### src/rtl/switch_status_monitor.sv
// Three-channel switch on-time monitor: per-channel duration FSMs, stuck/overlap/loss flags,
// and a small report FIFO drained over a valid/ready interface.
//   state   | meaning
//   S_IDLE  | switch low, no period being timed
//   S_ON    | switch high, duration below TIMEOUT
//   S_STUCK | switch high, duration reached TIMEOUT
module switch_status_monitor #(
    parameter int CNT_W   = 16,
    parameter int TIMEOUT = 90,
    parameter int DEPTH   = 4
) (
    input  logic             clk,
    input  logic             rst,
    input  logic             switch1,
    input  logic             switch2,
    input  logic             switch3,
    input  logic             fault_clr,
    input  logic             rpt_ready,
    output logic             rpt_valid,
    output logic [CNT_W+2:0] rpt_data,
    output logic [2:0]       stuck,
    output logic             overlap,
    output logic             ovf,
    output logic [23:0]      on_events
);

    localparam int AW = (DEPTH > 1) ? $clog2(DEPTH) : 1;
    localparam int RW = CNT_W + 3;
    localparam logic [CNT_W-1:0] DUR_MAX   = '1;
    localparam logic [CNT_W-1:0] TIMEOUT_C = CNT_W'(TIMEOUT);
    localparam logic [CNT_W-1:0] DUR_ONE   = CNT_W'(1);
    localparam logic [AW:0]      DEPTH_C   = (AW + 1)'(DEPTH);

    typedef enum logic [1:0] {S_IDLE, S_ON, S_STUCK} state_t;

    state_t           r_state [3];
    state_t           w_state_nxt [3];
    logic [CNT_W-1:0] r_dur [3];
    logic [CNT_W-1:0] w_dur_nxt [3];
    logic [CNT_W-1:0] w_dur_inc [3];
    logic [RW-1:0]    w_rec [3];
    logic [RW-1:0]    r_pend [3];
    logic [2:0]       r_pend_vld;
    logic [2:0]       w_sw, r_sw_q, w_rise, w_fall;
    logic [2:0]       w_load, w_stuck_set, w_push_oh;
    logic [7:0]       r_on_cnt [3];
    logic [2:0]       r_stuck;
    logic             r_overlap, r_ovf;
    logic             w_multi, w_lost, w_push, w_pop, w_can_push;
    logic [RW-1:0]    w_push_data;
    logic [RW-1:0]    r_mem [DEPTH];
    logic [AW-1:0]    r_wr_ptr, r_rd_ptr;
    logic [AW:0]      r_count;

    assign w_sw   = {switch3, switch2, switch1};
    assign w_rise = w_sw & ~r_sw_q;
    assign w_fall = ~w_sw & r_sw_q;

    always_comb begin
        for (int i = 0; i < 3; i++) begin
            w_state_nxt[i] = r_state[i];
            w_dur_nxt[i]   = r_dur[i];
            w_stuck_set[i] = 1'b0;
            w_load[i]      = 1'b0;
            w_dur_inc[i]   = (r_dur[i] == DUR_MAX) ? r_dur[i] : r_dur[i] + DUR_ONE;
            w_rec[i]       = {2'(i), (r_state[i] == S_STUCK), r_dur[i]};
            case (r_state[i])
                S_IDLE: begin
                    if (w_rise[i]) begin
                        w_dur_nxt[i] = DUR_ONE;
                        if (DUR_ONE >= TIMEOUT_C) begin
                            w_state_nxt[i] = S_STUCK;
                            w_stuck_set[i] = 1'b1;
                        end else begin
                            w_state_nxt[i] = S_ON;
                        end
                    end
                end
                S_ON: begin
                    if (w_fall[i]) begin
                        w_state_nxt[i] = S_IDLE;
                        w_dur_nxt[i]   = '0;
                        w_load[i]      = 1'b1;
                    end else if (w_sw[i]) begin
                        w_dur_nxt[i] = w_dur_inc[i];
                        if (w_dur_inc[i] >= TIMEOUT_C) begin
                            w_state_nxt[i] = S_STUCK;
                            w_stuck_set[i] = 1'b1;
                        end
                    end
                end
                S_STUCK: begin
                    if (w_fall[i]) begin
                        w_state_nxt[i] = S_IDLE;
                        w_dur_nxt[i]   = '0;
                        w_load[i]      = 1'b1;
                    end else if (w_sw[i]) begin
                        w_dur_nxt[i] = w_dur_inc[i];
                    end
                end
                default: begin
                    w_state_nxt[i] = S_IDLE;
                    w_dur_nxt[i]   = '0;
                end
            endcase
        end
    end

    // A full FIFO can still accept a record when a pop happens in the same cycle.
    assign rpt_valid  = (r_count != '0);
    assign w_pop      = rpt_valid & rpt_ready;
    assign w_can_push = (r_count != DEPTH_C) | w_pop;

    always_comb begin
        w_push_oh = 3'b000;
        if (w_can_push) begin
            if (r_pend_vld[0])      w_push_oh = 3'b001;
            else if (r_pend_vld[1]) w_push_oh = 3'b010;
            else if (r_pend_vld[2]) w_push_oh = 3'b100;
        end
    end

    assign w_push      = |w_push_oh;
    assign w_push_data = w_push_oh[0] ? r_pend[0] : (w_push_oh[1] ? r_pend[1] : r_pend[2]);
    assign w_lost      = |(w_load & r_pend_vld & ~w_push_oh);
    assign w_multi     = (r_sw_q[0] & r_sw_q[1]) | (r_sw_q[0] & r_sw_q[2]) | (r_sw_q[1] & r_sw_q[2]);

    always_ff @(posedge clk or negedge rst) begin
        if (!rst) begin
            r_sw_q     <= '0;
            r_pend_vld <= '0;
            r_stuck    <= '0;
            r_overlap  <= 1'b0;
            r_ovf      <= 1'b0;
            for (int i = 0; i < 3; i++) begin
                r_state[i]  <= S_IDLE;
                r_dur[i]    <= '0;
                r_pend[i]   <= '0;
                r_on_cnt[i] <= '0;
            end
        end else begin
            r_sw_q <= w_sw;
            for (int i = 0; i < 3; i++) begin
                r_state[i] <= w_state_nxt[i];
                r_dur[i]   <= w_dur_nxt[i];
                if (w_load[i]) begin
                    r_pend[i]     <= w_rec[i];
                    r_pend_vld[i] <= 1'b1;
                end else if (w_push_oh[i]) begin
                    r_pend_vld[i] <= 1'b0;
                end
                if (w_rise[i] && (r_on_cnt[i] != 8'hFF)) r_on_cnt[i] <= r_on_cnt[i] + 8'd1;
            end
            // Sets take priority over a coincident clear.
            r_stuck   <= (fault_clr ? 3'b000 : r_stuck) | w_stuck_set;
            r_overlap <= (fault_clr ? 1'b0 : r_overlap) | w_multi;
            r_ovf     <= (fault_clr ? 1'b0 : r_ovf) | w_lost;
        end
    end

    always_ff @(posedge clk or negedge rst) begin
        if (!rst) begin
            r_wr_ptr <= '0;
            r_rd_ptr <= '0;
            r_count  <= '0;
            for (int k = 0; k < DEPTH; k++) r_mem[k] <= '0;
        end else begin
            if (w_push) begin
                r_mem[r_wr_ptr] <= w_push_data;
                r_wr_ptr        <= r_wr_ptr + 1'b1;
            end
            if (w_pop) r_rd_ptr <= r_rd_ptr + 1'b1;
            if (w_push && !w_pop)      r_count <= r_count + 1'b1;
            else if (!w_push && w_pop) r_count <= r_count - 1'b1;
        end
    end

    assign rpt_data  = r_mem[r_rd_ptr];
    assign stuck     = r_stuck;
    assign overlap   = r_overlap;
    assign ovf       = r_ovf;
    assign on_events = {r_on_cnt[2], r_on_cnt[1], r_on_cnt[0]};

endmodule

### config.mk
export PLATFORM = sky130hd
export DESIGN_NAME = switch_status_monitor
export DESIGN_NICKNAME = d
export VERILOG_FILES = /design/src/rtl/switch_status_monitor.sv
export SDC_FILE = /design/constraint.sdc
export NUM_CORES = 1
export LEC_CHECK = 0
export BUFFER_PORTS_ARGS = -buffer_cell sky130_fd_sc_hd__buf_2
export CAP_MARGIN = 5
export CORE_MARGIN = 5
export CORE_UTILIZATION = 58
export DETAILED_ROUTE_END_ITERATION = 8
export PLACE_DENSITY = 0.73
export SKIP_LAST_GASP = 1
export SLEW_MARGIN = 15
export SYNTH_ARGS = -nofsm -noshare
export SYNTH_HDL_FRONTEND = slang
export SYNTH_SLANG_ARGS = --single-unit
### constraint.sdc
create_clock -name clk -period 3 [get_ports clk]
set_input_delay 0.3 -clock clk [delete_from_list [all_inputs] [get_ports clk]]
set_output_delay 0.3 -clock clk [all_outputs]
set_load 0.03 [all_outputs]
==> results of run 1 <==
[worst min-delay path: stages]
cell	delay, ns
sky130_fd_sc_hd__buf_2	0.13
sky130_fd_sc_hd__nand3_1	0.08
sky130_fd_sc_hd__xnor2_1	0.06
[synthesized netlist by cell type, types with 4 or more instances]
library cell,n,area (sq um)
sky130_fd_sc_hd__nand2b_1,6,37.54
sky130_fd_sc_hd__inv_1,34,127.6
sky130_fd_sc_hd__buf_1,5,18.77
sky130_fd_sc_hd__mux4_2,19,427.9
sky130_fd_sc_hd__a41oi_1,5,43.79
sky130_fd_sc_hd__o21ai_1,6,30.03
sky130_fd_sc_hd__o21ai_0,101,505.5
sky130_fd_sc_hd__nor4_1,4,25.02
sky130_fd_sc_hd__o41ai_1,4,35.03
sky130_fd_sc_hd__nand3_1,39,195.2
sky130_fd_sc_hd__a31oi_1,34,212.7
sky130_fd_sc_hd__buf_2,31,155.2
sky130_fd_sc_hd__a21boi_0,4,30.03
sky130_fd_sc_hd__nor2b_1,19,118.9
sky130_fd_sc_hd__xnor2_1,24,210.2
sky130_fd_sc_hd__or2_2,4,25.02
sky130_fd_sc_hd__nor3_1,15,75.07
sky130_fd_sc_hd__clkbuf_1,30,112.6
sky130_fd_sc_hd__o22ai_1,8,50.05
sky130_fd_sc_hd__o21a_1,7,52.55
sky130_fd_sc_hd__xor2_1,17,148.9
sky130_fd_sc_hd__o31ai_1,8,60.06
sky130_fd_sc_hd__a21oi_1,45,225.2
sky130_fd_sc_hd__a22oi_1,19,142.6
sky130_fd_sc_hd__nand2_1,101,379.1
sky130_fd_sc_hd__and3_1,6,37.54
sky130_fd_sc_hd__dfrtp_1,225,5630
sky130_fd_sc_hd__nand4_1,22,137.6
sky130_fd_sc_hd__mux2i_1,8,80.08
sky130_fd_sc_hd__ha_1,23,287.8
sky130_fd_sc_hd__mux2_2,115,1295
sky130_fd_sc_hd__nor2_1,49,183.9
sky130_fd_sc_hd__and4_1,7,61.31
[cell type report]
cell class | count | area, sq um | area share (%)
tap | 270 | 337.8 | 2.530
clock inverter | 7 | 138.9 | 1.040
sequential | 225 | 5630 | 42.17
timing repair buffer | 84 | 538.0 | 4.030
inverter | 34 | 127.6 | 0.9559
clock buffer | 37 | 770.7 | 5.773
multi-input combinational | 786 | 5808 | 43.50
[layer usage]
layer	share of wire (%)	GRT usage, %	vias to the layer above
met5	0	0	-
met3	5.1	2.912	49
met4	2.4	6.449	0
met2	47	36.93	227
li1	-	-	4164
met1	45	33.24	4349
[sequential cells by signal, summed over array words and instances (netlist names)]
name / cells
on_events: 24
overlap: 1
ovf: 1
r_count: 3
r_dur: 48
r_mem: 76
r_pend: 53
r_pend_vld: 3
r_rd_ptr: 2
r_state: 6
r_sw_q: 3
r_wr_ptr: 2
stuck: 3
[worst paths after layout]
kind | start | endpoint | slack (ns) | cells past startpoint
worst max-delay path | r_dur[32]$_DFFE_PN0P_ | r_state[5]$_DFFE_PN0P_ | 0.32 | 8
worst min-delay path | rpt_ready | r_rd_ptr[1]$_DFFE_PN0P_ | 0.1 | 3
worst max register to register | r_dur[32]$_DFFE_PN0P_ | r_state[5]$_DFFE_PN0P_ | 0.32 | 8
worst min register to register | r_pend[18]$_DFFE_PN0P_ | r_pend[18]$_DFFE_PN0P_ | 0.46 | 1
max in group asynchronous | rst | r_mem[62]$_DFFE_PN0P_ | 1.77 | 3
min in group asynchronous | rst | r_mem[49]$_DFFE_PN0P_ | 0.43 | 2
[power groups by stage]
stage	sequential, mW	clock, mW	combinational (mW)
after floorplan	4.07	0	2.03
after global placement	3.97	0	2.93
after detailed placement	3.99	0	3.00
after CTS	3.95	3.36	3.02
after global routing	4.02	3.49	3.31
final	3.95	3.30	3.00
[cells in the final DEF, fill, tap and decap left out, types with 10 or more instances in the layout]
cell type	netlist	final
sky130_fd_sc_hd__nand3_1	39	39
sky130_fd_sc_hd__dfrtp_1	225	225
sky130_fd_sc_hd__nand4_1	22	22
sky130_fd_sc_hd__mux2_2	115	115
sky130_fd_sc_hd__nand2_1	101	101
sky130_fd_sc_hd__xnor2_1	24	24
sky130_fd_sc_hd__ha_1	23	23
sky130_fd_sc_hd__inv_1	34	34
sky130_fd_sc_hd__o21ai_0	101	101
sky130_fd_sc_hd__nor2b_1	19	19
sky130_fd_sc_hd__a21oi_1	45	45
sky130_fd_sc_hd__xor2_1	17	17
sky130_fd_sc_hd__a31oi_1	34	34
sky130_fd_sc_hd__clkbuf_16	0	25
sky130_fd_sc_hd__nor3_1	15	15
sky130_fd_sc_hd__nor2_1	49	49
sky130_fd_sc_hd__clkbuf_8	0	10
sky130_fd_sc_hd__buf_4	3	23
sky130_fd_sc_hd__a22oi_1	19	19
sky130_fd_sc_hd__buf_2	31	54
sky130_fd_sc_hd__mux4_2	19	19
[logic make-up after synthesis]
logic type / Yosys count / share of synthesized area (%)
compound gates: 273 / 14.30
xor+xnor: 41 / 3.020
fa+ha+maj: 24 / 2.588
buf+inv: 105 / 3.862
flops: 225 / 47.35
mux: 142 / 15.16
simple gates: 306 / 13.72
[through the flow]
step	power (mW)	util [%]	hold WS (ns)	instance area (sq um)	worst slack [ns]
3_5_place_dp	6.994	61.29	0.4015	12400	0.3686
6_report	10.26	65.98	0.09974	13350	0.3223
2_1_floorplan	6.105	-	0.004409	11890	0.7020
5_1_grt	10.82	65.98	0.1253	13350	0.1152
3_3_place_gp	6.901	61.29	0.3996	12400	0.4718
4_1_cts	10.33	65.98	0.08651	13350	0.3443
==> load_flow_metrics.sql, run 1 <==
INSERT INTO impl_metrics (metric_group, metric, value, unit) VALUES
('die', 'die_area', '23470', 'sq um'),
('global_routing', 'grt_pass1_vias', '8693', ''),
('sta', 'fmax', '373.4', 'MHz'),
('global_routing', 'grt.overflow.total', '0', ''),
('cts', 'worst_setup_hold_path_clk_slew', '0.06', 'ns'),
('die', 'initial_core_util', '58.77', '%'),
('detailed_routing', 'remaining_drc_errors', '0', ''),
('die', 'die_x', '153.2', 'um'),
('critical_path', 'worst_path_most_repeated_cell', 'sky130_fd_sc_hd__nand3_1', ''),
('global_routing', 'antenna_found_initial', '0', ''),
('detailed_routing', 'drtIter0Drc', '584', ''),
('critical_path', 'timing.critical_path.cells', 'ha_1, and4_1, nand3_1, xnor2_1, a311oi_1, nand3_1, a311oi_2, o211ai_1', ''),
('sta', 'clock_period_minus_worst_slack', '2.678', 'ns'),
('power', 'power.density_cell_area', '768.2', 'nW/um^2'),
('cts', 'cts_made_buffers', '25', ''),
('power', 'swShare', '33.87', '%'),
('cts', 'cts_resized', '0', ''),
('sta', 'rsz0062_at_grt', 'no', ''),
('synthesis', 'postSynthRegisterBits', '225', ''),
('synthesis', 'synth_area', '11890', 'sq um'),
('cts', 'clock_sinks', '225', ''),
('sta', 'fin_setup_tns', '0', 'ns'),
('sta', 'tightest_pin_transition', '0.8359', 'ns'),
('power', 'power.static_leakage', '6.095', 'nW'),
('die', 'boundaryPins', '56', ''),
('synthesis', 'synthFlopType', 'sky130_fd_sc_hd__dfrtp_1', ''),
('critical_path', 'worstPathMaxFanout', '9', ''),
('cts', 'clk_latency', '0.51', 'ns'),
('cts', 'cts_setup_buffers', '0', ''),
('global_routing', 'grtUsageTotal', '22.98', '%'),
('detailed_routing', 'antenna_left', '0', ''),
('synthesis', 'yosys_warn_count', '0', ''),
('power', 'power.net_switching', '3.474', 'mW'),
('cells_and_area', 'syn_to_final_growth', '12.28', '%'),
('detailed_routing', 'drt-total-wl', '26.92', 'mm'),
('sta', 'final_hold_viol_count', '0', ''),
('cells_and_area', 'num-fill-cells', '1589', ''),
('place', 'gp_congestion', '0.9509', ''),
('cells_and_area', 'post_route_cells_drive_above_1_share', '24.13', '%'),
('die', 'die_height', '153.2', 'um'),
('synthesis', 'synth_seq_area_share', '47.35', '%'),
('cells_and_area', 'diodes', '0', ''),
('power', 'power.internal', '6.782', 'mW'),
('detailed_routing', 'drt_first_pass_iters', '5', ''),
('global_routing', 'grt_start_max_net_pins', '104', ''),
('global_routing', 'global_route_wire_length_before_repair', '45.19', 'mm'),
('cts', 'clock_tree_from_tritoncts', 'built', ''),
('place', 'place_inst', '1395', ''),
('critical_path', 'worstPathRequired', '3.37', 'ns'),
('critical_path', 'critPathKind', 'reg2reg', ''),
('critical_path', 'endpoint_kind', 'register', ''),
('sta', 'timing_max_transition_violations_final', '0', ''),
('synthesis', 'synth_async_sr_flop_share', '100.0', '%'),
('flow_run', 'number_of_max_cap_violations', '0', ''),
('hold_path', 'hp_class', 'in2reg', ''),
('synthesis', 'synth_area_per_cell', '10.66', 'sq um'),
('detailed_routing', 'wire_per_inst', '18.65', 'um'),
('cts', 'clk_root_buffer_cell', 'sky130_fd_sc_hd__clkbuf_16', ''),
('detailed_routing', 'avgViaCountPerCell', '6.091', ''),
('status', 'status', 'complete, no violations', ''),
('critical_path', 'path_buf_inv', '0', ''),
('synthesis', 'synth-edff-count', '0', ''),
('cts', 'cts_hold_repair.buffers', '4', ''),
('critical_path', 'arr_time_crit_path', '3.04', 'ns'),
('detailed_routing', 'routed-via-count', '8789', ''),
('synthesis', 'synthesis.instances', '1116', ''),
('critical_path', 'critical_path.max_stage_delay', '0.46', 'ns'),
('cts', 'cts_max_level', '1', ''),
('die', 'placement_rows', '52', ''),
('sta', 'setup_viol_count_final', '0', ''),
('power', 'power_frac_clock', '32.2', '%');
Power figures use the tool's default switching activity.
==> inputs of run 2 (changes only) <==
--- a/config.mk
+++ b/config.mk
@@ -7,7 +7,7 @@
 export LEC_CHECK = 0
 export BUFFER_PORTS_ARGS = -buffer_cell sky130_fd_sc_hd__buf_2
 export CAP_MARGIN = 5
-export CORE_MARGIN = 5
+export CORE_MARGIN = 2
 export CORE_UTILIZATION = 58
 export DETAILED_ROUTE_END_ITERATION = 8
 export PLACE_DENSITY = 0.73
==> load_flow_metrics.sql, run 2 (synthesis gave the netlist of run 1 again) <==
INSERT INTO impl_metrics (metric_group, metric, value, unit) VALUES
('cells_and_area', 'registers.top_by_ff_count', 'r_mem', ''),
('cts', 'cts_made_buffers', '25', ''),
('status', 'status', 'complete, no violations', ''),
('cts', 'clock_sinks', '225', ''),
('power', 'vdd.ir_drop.worst', '663.0', 'uV'),
('critical_path', 'regToRegStartpoint', 'r_dur[16]$_DFFE_PN0P_', ''),
('cells_and_area', 'diodes', '0', ''),
('cells_and_area', 'mostFrequentLayoutCell', 'sky130_fd_sc_hd__dfrtp_1', ''),
('detailed_routing', 'drt_first_pass_iters', '5', ''),
('power', 'power.static_leakage', '6.062', 'nW'),
('critical_path', 'setup.reg_to_reg.worst_slack', '0.34', 'ns'),
('hold_path', 'hold_end', 'r_rd_ptr[1]$_DFFE_PN0P_', ''),
('sta', 'setup_viol_count_final', '0', ''),
('sta', 'tightest_pin_transition', '0.9526', 'ns'),
('cts', 'clk_latency', '0.51', 'ns'),
('die', 'die_height', '147.2', 'um'),
('sta', 'rsz0062_at_grt', 'no', ''),
('sta', 'slew-limit-headroom', '36.32', '%'),
('sta', 'clock_period_minus_worst_slack', '2.664', 'ns'),
('sta', 'final_min_period_over_clock_period', '88.82', '%'),
('cells_and_area', 'reg_top3', 'r_mem: 76 flops, r_pend: 53 flops, r_dur: 48 flops', ''),
('place', 'place_inst', '1394', ''),
('power', 'power.density_cell_area', '752.8', 'nW/um^2'),
('detailed_routing', 'drt-total-wl', '26.52', 'mm'),
('cts', 'clk_root_buffer_cell', 'sky130_fd_sc_hd__clkbuf_16', ''),
('critical_path', 'worstPathRequired', '3.42', 'ns'),
('cells_and_area', 'design.final.nets', '1186', ''),
('die', 'area_of_the_core', '20170', 'sq um'),
('place', 'gp_congestion', '0.9049', ''),
('sta', 'fin_skew', '0.005778', 'ns'),
('critical_path', 'arr_time_crit_path', '3.08', 'ns'),
('die', 'die_x', '147.2', 'um'),
('detailed_routing', 'routed-via-count', '8817', ''),
('cells_and_area', 'syn_to_final_growth', '11.71', '%'),
('cells_and_area', 'commonest_non_fill_non_tap_cells_in_the_layout', 'sky130_fd_sc_hd__dfrtp_1, sky130_fd_sc_hd__mux2_2, sky130_fd_sc_hd__nand2_1, sky130_fd_sc_hd__o21ai_0, sky130_fd_sc_hd__buf_2', ''),
('detailed_routing', 'antenna_left', '0', ''),
('die', 'die_area', '21660', 'sq um'),
('cells_and_area', 'final-instance-count-excl-fill', '1443', ''),
('sta', 'fmax', '375.3', 'MHz'),
('detailed_routing', 'remaining_drc_errors', '0', ''),
('critical_path', 'timing.critical_path.from_type', 'register', ''),
('global_routing', 'grt_pass1_vias', '8544', ''),
('detailed_routing', 'wire_per_inst', '18.38', 'um'),
('die', 'initial_core_util', '58.96', '%'),
('global_routing', 'grt.overflow.total', '0', ''),
('critical_path', 'critPathKind', 'reg2reg', ''),
('place', 'detailed_place_hpwl', '18.20', 'mm'),
('cells_and_area', 'num-fill-cells', '1574', ''),
('hold_path', 'hp_class', 'in2reg', ''),
('cts', 'clock_tree_from_tritoncts', 'built', ''),
('sta', 'fin_setup_tns', '0', 'ns'),
('detailed_routing', 'drtIter0Drc', '530', ''),
('global_routing', 'grtUsageTotal', '24.93', '%'),
('critical_path', 'endpoint_kind', 'register', ''),
('cts', 'worst_setup_hold_path_clk_slew', '0.06', 'ns'),
('global_routing', 'global_route_wire_length_before_repair', '44.04', 'mm'),
('detailed_routing', 'avgViaCountPerCell', '6.110', ''),
('cts', 'ctsLongestPathBuffers', '3', ''),
('cts', 'cts_resized', '0', ''),
('critical_path', 'r2r_end', 'r_state[2]$_DFFE_PN0P_', ''),
('die', 'boundaryPins', '56', ''),
('place', 'port_buffers', '55', ''),
('critical_path', 'reg2reg_depth', '8', ''),
('cells_and_area', 'post_route_cells_drive_above_1_share', '23.87', '%'),
('sta', 'timing_max_transition_violations_final', '0', ''),
('global_routing', 'grt_start_max_net_pins', '100', ''),
('sta', 'final_hold_viol_count', '0', ''),
('hold_path', 'hp-start', 'rpt_ready', ''),
('cts', 'cts_max_level', '1', ''),
('cells_and_area', 'largest_register_ff_count', '76', ''),
('flow_run', 'number_of_max_cap_violations', '0', ''),
('critical_path', 'worstPathMaxFanout', '6', ''),
('die', 'placement_rows', '52', ''),
('hold_path', 'timing.hold.worst_path_depth', '3', ''),
('global_routing', 'antenna_found_initial', '0', '');
[run 2: cell types whose count changed in the layout (fill, tap and decap cells not counted), sizes merged]
cell and change:
buf -1, clkinv -1, bufinv -3, clkbuf +5
[run 2: worst max path at each step]
stage                                      from                endpoint  slack (ns)  cells past startpoint
after floorplan           r_dur[32]$_DFFE_PN0P_  r_state[4]$_DFFE_PN0P_        0.70                      9
after global placement    r_dur[16]$_DFFE_PN0P_  r_state[2]$_DFFE_PN0P_        0.46                      8
after detailed placement  r_dur[16]$_DFFE_PN0P_  r_state[2]$_DFFE_PN0P_        0.39                      8
after CTS                 r_dur[16]$_DFFE_PN0P_  r_state[2]$_DFFE_PN0P_        0.36                      8
after global routing      r_dur[16]$_DFFE_PN0P_  r_state[2]$_DFFE_PN0P_        0.16                      8
final                     r_dur[16]$_DFFE_PN0P_  r_state[2]$_DFFE_PN0P_        0.34                      8
[run 2: power breakdown]
part	total (mW)	switching [mW]	internal, mW
clock	3.07	1.16	1.91
sequential	3.95	0.473	3.48
combinational	2.98	1.79	1.19
[run 2: critical path, cell delays in order, from the launching register on]
cell and delay (ns):
sky130_fd_sc_hd__dfrtp_1 0.44, sky130_fd_sc_hd__ha_1 0.28, sky130_fd_sc_hd__nand4_2 0.25, sky130_fd_sc_hd__nor3_2 0.45
sky130_fd_sc_hd__mux2i_1 0.24, sky130_fd_sc_hd__nand4_1 0.16, sky130_fd_sc_hd__nor4_4 0.44, sky130_fd_sc_hd__o41ai_1 0.11
sky130_fd_sc_hd__o31ai_1 0.22
[run 2: repair_timing]
item                                   4_1_cts  5_1_grt
hold buffers                                 4        0
endpoints found under the hold margin       98        0
buffers inserted                             0        0
[run 2: area by class of cell]
class                   instances  area, sq um  share of cell area [%]
well taps                     270        337.8                   2.543
flip-flops and latches        225         5630                   42.38
multi-input cells             786         5808                   43.72
inverters                      34        127.6                  0.9607
repair buffers                 83        530.5                   3.994
clock buffers                  42        809.5                   6.094
clock inverters                 3        40.04                  0.3014
[run 2: metal layers]
metal / share of wire, % / wire length [um] / global-route usage, % / vias to the layer above
li1: - / - / - / 4163
met1: 45 / 11920 / 35.21 / 4391
met2: 48 / 12780 / 40.93 / 228
met3: 5.0 / 1319 / 3.820 / 35
met4: 1.9 / 503 / 6.106 / 0
met5: 0 / 0 / 0 / -
[run 2: stage by stage]
step	instance area, sq um	hold slack (ns)	util, %	worst slack, ns	power, mW
after floorplan	11890	0.004409	-	0.7020	6.105
after global placement	12390	0.3911	61.45	0.4565	6.893
after detailed placement	12390	0.3875	61.45	0.3893	6.976
after CTS	13280	0.07832	65.86	0.3567	10.09
after global routing	13280	0.09798	65.86	0.1577	10.57
final	13280	0.09813	65.86	0.3355	10.00
